===== src/rtl/rr_arbiter_n.sv =====
// N-channel round-robin arbiter with a registered output stage.
// Flush-matched requests are dropped instead of stalled; a held entry hit by a flush is killed.
`ifndef ADDRESS_WIDTH
`define ADDRESS_WIDTH 32
`endif
`ifndef ID_WIDTH
`define ID_WIDTH 8
`endif

module rr_arbiter_n #(
  parameter int NUM_CH = 4,
  parameter int ADDR_W = `ADDRESS_WIDTH,
  parameter int ID_W   = `ID_WIDTH,
  parameter int CH_W   = $clog2(NUM_CH)
) (
  input  logic                     clk,
  input  logic                     reset,
  input  logic [NUM_CH-1:0]        in_valid,
  input  logic [NUM_CH*ADDR_W-1:0] in_address,
  input  logic [NUM_CH*ID_W-1:0]   in_id,
  input  logic [NUM_CH-1:0]        in_flush,
  input  logic [NUM_CH*ID_W-1:0]   in_flush_id,
  output logic [NUM_CH-1:0]        out_stall,
  output logic                     out_valid,
  output logic [ADDR_W-1:0]        out_address,
  output logic [ID_W-1:0]          out_id,
  output logic [CH_W-1:0]          out_choice,
  input  logic                     in_ready,
  output logic [15:0]              out_drop_count
);

  logic [ADDR_W-1:0] addr_a  [NUM_CH];
  logic [ID_W-1:0]   id_a    [NUM_CH];
  logic [ID_W-1:0]   fid_a   [NUM_CH];
  logic [NUM_CH-1:0] flushed;
  logic [NUM_CH-1:0] elig;
  logic [NUM_CH-1:0] grant;

  logic              valid_q, valid_d;
  logic [ADDR_W-1:0] addr_q, addr_d;
  logic [ID_W-1:0]   id_q, id_d;
  logic [CH_W-1:0]   choice_q, choice_d;
  logic [CH_W-1:0]   ptr_q, ptr_d;
  logic [15:0]       drop_q, drop_d;

  logic              kill;
  logic              load;
  logic              found;
  logic [CH_W-1:0]   winner;
  logic [31:0]       drop_inc;
  logic [31:0]       drop_sum;

  always_comb begin
    for (int unsigned i = 0; i < NUM_CH; i++) begin
      addr_a[i]  = in_address[i*ADDR_W +: ADDR_W];
      id_a[i]    = in_id[i*ID_W +: ID_W];
      fid_a[i]   = in_flush_id[i*ID_W +: ID_W];
      flushed[i] = in_flush[i] && (fid_a[i] == id_a[i]);
    end
  end

  assign elig = in_valid & ~flushed;
  assign kill = valid_q && !in_ready && in_flush[choice_q] && (fid_a[choice_q] == id_q);
  assign load = !valid_q || in_ready || kill;

  // Search starts one past the last grant and wraps, so the last winner has lowest priority.
  always_comb begin
    int unsigned idx;
    logic [CH_W-1:0] cand;
    found  = 1'b0;
    winner = '0;
    for (int unsigned k = 1; k <= NUM_CH; k++) begin
      idx = 32'(ptr_q) + k;
      if (idx >= NUM_CH) idx = idx - NUM_CH;
      cand = CH_W'(idx);
      if (!found && elig[cand]) begin
        found  = 1'b1;
        winner = cand;
      end
    end
  end

  // No grant is issued while reset holds the registers.
  always_comb begin
    grant = '0;
    if (load && found && !reset) grant[winner] = 1'b1;
  end

  assign out_stall = elig & ~grant;

  always_comb begin
    drop_inc = 32'(kill);
    for (int unsigned i = 0; i < NUM_CH; i++) begin
      drop_inc = drop_inc + 32'(in_valid[i] & flushed[i]);
    end
    drop_sum = {16'b0, drop_q} + drop_inc;
    drop_d   = (drop_sum > 32'h0000_FFFF) ? '1 : drop_sum[15:0];
  end

  always_comb begin
    valid_d  = valid_q;
    addr_d   = addr_q;
    id_d     = id_q;
    choice_d = choice_q;
    ptr_d    = ptr_q;
    if (load) begin
      valid_d = found;
      if (found) begin
        addr_d   = addr_a[winner];
        id_d     = id_a[winner];
        choice_d = winner;
        ptr_d    = winner;
      end
    end
  end

  always_ff @(posedge clk or posedge reset) begin
    if (reset) begin
      valid_q  <= 1'b0;
      addr_q   <= '0;
      id_q     <= '0;
      choice_q <= '0;
      ptr_q    <= CH_W'(NUM_CH - 1);
      drop_q   <= '0;
    end else begin
      valid_q  <= valid_d;
      addr_q   <= addr_d;
      id_q     <= id_d;
      choice_q <= choice_d;
      ptr_q    <= ptr_d;
      drop_q   <= drop_d;
    end
  end

  assign out_valid      = valid_q;
  assign out_address    = addr_q;
  assign out_id         = id_q;
  assign out_choice     = choice_q;
  assign out_drop_count = drop_q;

endmodule


===== config.mk =====
export PLATFORM = sky130hd
export DESIGN_NAME = rr_arbiter_n
export DESIGN_NICKNAME = d
export VERILOG_FILES = /design/src/rtl/rr_arbiter_n.sv
export SDC_FILE = /design/constraint.sdc
export NUM_CORES = 1
export LEC_CHECK = 0
export BUFFER_PORTS_ARGS = -buffer_cell sky130_fd_sc_hd__buf_2
export CAP_MARGIN = 20
export CELL_PAD_IN_SITES_DETAIL_PLACEMENT = 1
export CELL_PAD_IN_SITES_GLOBAL_PLACEMENT = 2
export CORE_MARGIN = 1.5
export CORE_UTILIZATION = 27
export DETAILED_ROUTE_END_ITERATION = 8
export HOLD_SLACK_MARGIN = 0.12
export PLACE_DENSITY_LB_ADDON = 0.1
export RECOVER_POWER = 25
export SYNTH_ARGS = -nofsm -noshare
export SYNTH_HDL_FRONTEND = slang
export SYNTH_SLANG_ARGS = --single-unit
export TNS_END_PERCENT = 5

===== constraint.sdc =====
create_clock -name clk -period 5.7 [get_ports clk]
set_input_delay 0.57 -clock clk [delete_from_list [all_inputs] [get_ports clk]]
set_output_delay 0.57 -clock clk [all_outputs]
set_load 0.02 [all_outputs]

; Word-level counts from Yosys, hierarchy flattened
; Index checks and enable logic that the tools add are counted.
[totals]
regBits = 61
input_bits = 203
out_inout_bits = 63
elab_cells = 105
[op_classes]
n_addsub = 13
order_cmp = 14
n_eq_ne = 5
n_mux = 35
n_bitwise = 10
n_reduce_logical = 22
[op_table]
columns = op, count
row1 = binary-select mux 32 bit (select 2 bit), 1
row2 = two-way mux 32 bit, 2
row3 = equality test 8 bit, 5
row4 = binary-select mux 8 bit (select 2 bit), 2
row5 = two-way mux 8 bit, 4
row6 = < comparator 2 x 3 -> 1 bit (second input constant), 6
row7 = adder 16 x 5 -> 17 bit, 1
row8 = greater-than comparator 17 x 16 -> 1 bit (second input constant), 1
row9 = two-way mux 16 bit, 1
row10 = two-way mux 2 bit, 8
row11 = greater-or-equal comparator 3 bit (second input constant), 5
row12 = logical AND 1 bit, 13
row13 = binary-select mux 1 bit (select 2 bit), 5
row14 = two-way mux 1 bit, 10
row15 = AND 4 bit, 2
row16 = NOT 4 bit, 2
row17 = subtractor 2 x 1 -> 2 bit (second input constant), 4
row18 = adder 2 x 2 -> 3 bit (second input constant), 2
row19 = zero test 1 bit, 6
row20 = NOT 2 -> 3 bit, 2
row21 = adder 4 x 1 -> 5 bit, 1
row22 = adder 2 x 3 -> 4 bit (second input constant), 1
row23 = adder 3 x 1 -> 4 bit, 1
row24 = AND 1 bit, 4
row25 = 9 further kinds, 10

; Logic depth before layout (Yosys ltp)
[depth]
word_depth = 23
depth_mapped = 14

; Least setup slack after synthesis
; OpenSTA, ideal clock, no wires.
[synth_timing]
path_kind = reg2reg
startpoint = register choice_q[1] (netlist: out_choice[1])
endpoint = register drop_q[12] (netlist: out_drop_count[12])
t_arrival_ps = 4120
required_time_ps = 5558
path_slack_ps = 1438
path_stages_with_launch = 15
synth_period_minus_slack_ps = 4262
path_cell_list = dfrtp_1 buf_6 mux4_2 xor2_1 or4_1 a211o_4 inv_1 fa_1 ha_1 fa_1 a21oi_1 nor3_1 nand3_1 clkbuf_1 o21ai_0
[synth_via]
elab_chain_len = 13
[synth_lines]
columns = item, line_no
row1 = "start, declared", 42  ; logic [CH_W-1:0] choice_q, choice_d;
row2 = "start signal, assigned", 129  ; choice_q <= choice_d;
row3 = NOT 2 -> 3 bit (implied by the code), 63  ; assign kill = valid_q && !in_ready && in_flush[choice_q] && (fid_a[choice_q] == id_q);
row4 = binary-select mux 8 bit (select 2 bit), 63
row5 = two-way mux 8 bit (implied by the code) (2 in series), 63
row6 = equality test 8 bit, 63
row7 = logical AND 1 bit *, 63
row8 = adder 1 x 1 -> 2 bit *, 94  ; drop_inc = drop_inc + 32'(in_valid[i] & flushed[i]);
row9 = adder 2 x 1 -> 3 bit *, 94
row10 = adder 3 x 1 -> 4 bit *, 94
row11 = adder 4 x 1 -> 5 bit *, 94
row12 = adder 16 x 5 -> 17 bit *, 96  ; drop_sum = {16'b0, drop_q} + drop_inc;
row13 = greater-than comparator 17 x 16 -> 1 bit, 97  ; drop_d = (drop_sum > 32'h0000_FFFF) ? '1 : drop_sum[15:0];
row14 = two-way mux 16 bit *, 97
row15 = named net drop_d[12], 44  ; logic [15:0] drop_q, drop_d;
row16 = "end signal, assigned", 131  ; drop_q <= drop_d;
row17 = "end, declared", 44
; Mark *: on every way through the listed nets, which the timed path passes. The rest lies on a longest branch. The select of a mux whose other input is x is not followed.
; A chain may end at the register's enable or synchronous reset.

; Final worst setup path
[layout_timing]
startpoint = register choice_q[1] (netlist: out_choice[1])
endpoint = register drop_q[6] (netlist: out_drop_count[6])
; Same word-level chain as after synthesis.

==> run summary <==
Gates resized, CTS repair: 0
Final Hold Fails: 0
Die W: 141 um
crit path kind: flop to flop
standard-cell row count: 50
flip-flop and latch count after synthesis: 61
crit path max fanout: 14
CP required: 5.89 ns
initial core utilization: 27.4%
postcts setup bufs: 0
placer's final routability congestion estimate: 0.842
Filler Cell Count: 2227
Fin Setup TNS: 0 ns
PwrDens: 298 nW/um^2
RR Endpoint: out_drop_count[6]
start point of the critical path: out_choice[1]
ANT nets after route: 0
number of synthesized flops with an enable pin: 0
first-pass GRT wire length: 33900 um
PortBufs: 265
Avg Synthesized Cell Area: 10.4 sq um
layout cells sized above 1: 43.2%
pin count of the biggest net entering global routing: 50
CTS tree: built
Unique masters post-synth: 57
R2R Path Start: out_choice[1]
total gr overflow: 0
CTS sink cnt: 61
Area Growth Syn to Fin: 34.8%
Die Ht: 141 um
Register Area: 1530 sq um
Arrival @ worst endpoint: 4.95 ns
Main synth FF type: dfrtp_1
wire per inst: 22.9 um
CP Capture Type: flop
post-synth top area cell: dfrtp_1
Post-synth ARST share: 100%
Max Cap Viol: 0
drt first pass iters: 6
Final setup viols: 0
most frequent cells in the layout: 243 x buf_2, 59 x dfrtp_1, 50 x nor2_1, 44 x mux2i_1
synthesized instance count: 493
warnings from Yosys: 0
status: finished, final reports clean
Worst IR Drop VDD: 0.000141 V
worst hold path class: flop to flop
clock root buffer: clkbuf_16
core area: 18600 sq um
post-detail-place hpwl: 16500 um
I/O pin total: 266
most common library cell in the layout ignoring fill and taps: buf_2
CTS Buffer Depth: 2
Worst setup SP type: flop
worst r2r path cells: 13
DIE AREA: 19800 sq um
total power: 2.06 mW
Final Critical Period: 4.77 ns
Worst Tran Pin Value: 1.22 ns
Max Fclk: 210 MHz
DRT iter0 DRCs: 188
TritonCTS buffer count: 9
crit path capture: out_drop_count[6]
Synth Cell Area: 5110 sq um
Multi-input gate area: 3370 sq um
clk_skew: 0.0121 ns
sequential area share after synthesis: 29.9%
Synth area leaders: dfrtp_1 29%, a2111oi_2 9.1%, o2111a_1 8.8%
Slew HR: 18.3%
RSZ-0062 raised after global routing: no
CTS Hold Bufs: 0
H-tree depth: 3
routed vias: 5313
clock slew at reported path FFs: 0.07 ns
Worst R2R Setup Slack: 0.93 ns
vias per cell: 5.43
number of global-route vias before repair: 5633
Leak: 3.03 nW
antenna violations before repair: 5
Synth Net Count: 703
Clock Latency Late Sink: 0.34 ns
Residual DRC: 0
crit share post-route: 83.6%
max-slew violations: 0
share of the synthesized area in the top cell type: 28.9%
Final nets: 946
final WL: 22400 um
GR Util All Layers: 22.4%
[logic make-up after synthesis]
family	after synthesis	synth area share (%)
adder cells (fa/ha/maj)	7	2.15
AO/OA/AOI/OAI	156	31.8
flip-flops	61	29.9
AND/OR/NAND/NOR	114	10.4
XOR/XNOR	51	8.73
buffers and inverters	53	5.26
multiplexers	51	11.8
[power by group]
group / switching, mW / total (mW) / leakage (nW) / internal, mW
registers: 0.0797 / 0.612 / 0.715 / 0.532
logic: 0.572 / 0.925 / 2.19 / 0.353
clock network: 0.226 / 0.521 / 0.124 / 0.295
[cells in the mapped netlist (all sizes together), types with 3 or more instances]
library cell and instances:
inv 7, a21o 3, and3 3, a211oi 40, o31ai 3, nor2 50
a2111oi 40, clkbuf 21, and2 5, xor2 11, nor3 3, and4 3
buf 24, nand2 22, nor4 3, o2111a 40, a21oi 9, o21ai 4
dfrtp 59, ha 4, nand4 6, nand3 9, fa 3, nor3b 3
mux4 7, xnor2 40, mux2i 44
[how the worst min path moves through the flow]
stage	cells past startpoint	slack (ns)	from	end
floorplan	2	0.49	ptr_q[0]	ptr_q[0]
global placement	1	0.53	out_drop_count[15]	out_drop_count[15]
detailed placement	1	0.53	out_drop_count[15]	out_drop_count[15]
CTS	2	0.37	reset	out_address[5]
global route	1	0.57	out_drop_count[15]	out_drop_count[15]
finish	1	0.53	out_drop_count[15]	out_drop_count[15]
[per-stage QoR]
| step | hold WS, ns | util [%] | setup slack, ns | cell area (sq um) | cells |
|---|---|---|---|---|---|
| finish | 0.529 | 37.0 | 0.933 | 6890 | 978 |
| global placement | 0.534 | 35.6 | 0.984 | 6640 | 959 |
| floorplan | 0.491 | - | 1.44 | 5110 | 493 |
| global route | 0.573 | 37.0 | 0.578 | 6890 | 978 |
| detailed placement | 0.526 | 35.6 | 0.835 | 6640 | 959 |
| CTS | 0.369 | 37.1 | 0.822 | 6910 | 975 |
[routing by layer]
metal  GRT usage (%)  share of wire, %  vias up
met3            4.21               6.1       21
li1                -                 -     2444
met2            37.3                47      206
met4            6.85               1.6        4
met1            29.6                45     2638
met5               0              0.11        -
[state kept, by name, summed over array words and instances, names as in the netlist]
signal,flops
out_address,32
out_choice,2
out_drop_count,16
out_id,8
out_valid,1
ptr_q,2
[critical path, stage by stage, from the launching register on]
cell     delay, ns
dfrtp_1       0.50
buf_4         0.27
mux4_1        0.58
xor2_1        0.17
or4_1         0.49
a211o_4       0.32
inv_1         0.09
fa_1          0.42
ha_1          0.24
fa_1          0.40
a21oi_1       0.29
nor3_1        0.19
nand3_1       0.45
o21ai_0       0.20
[area by class of cell]
class                           count  share of cell area (%)
Clock buffer                        9                    3.27
Clock inverter                      7                   0.762
Antenna cell                        3                   0.109
Sequential cell                    61                    22.2
Timing Repair Buffer              277                    20.1
Multi-Input combinational cell    379                    48.9
Inverter                            8                   0.436
Tap cell                          234                    4.25
Note: power is estimated with default switching activity, not from simulation.
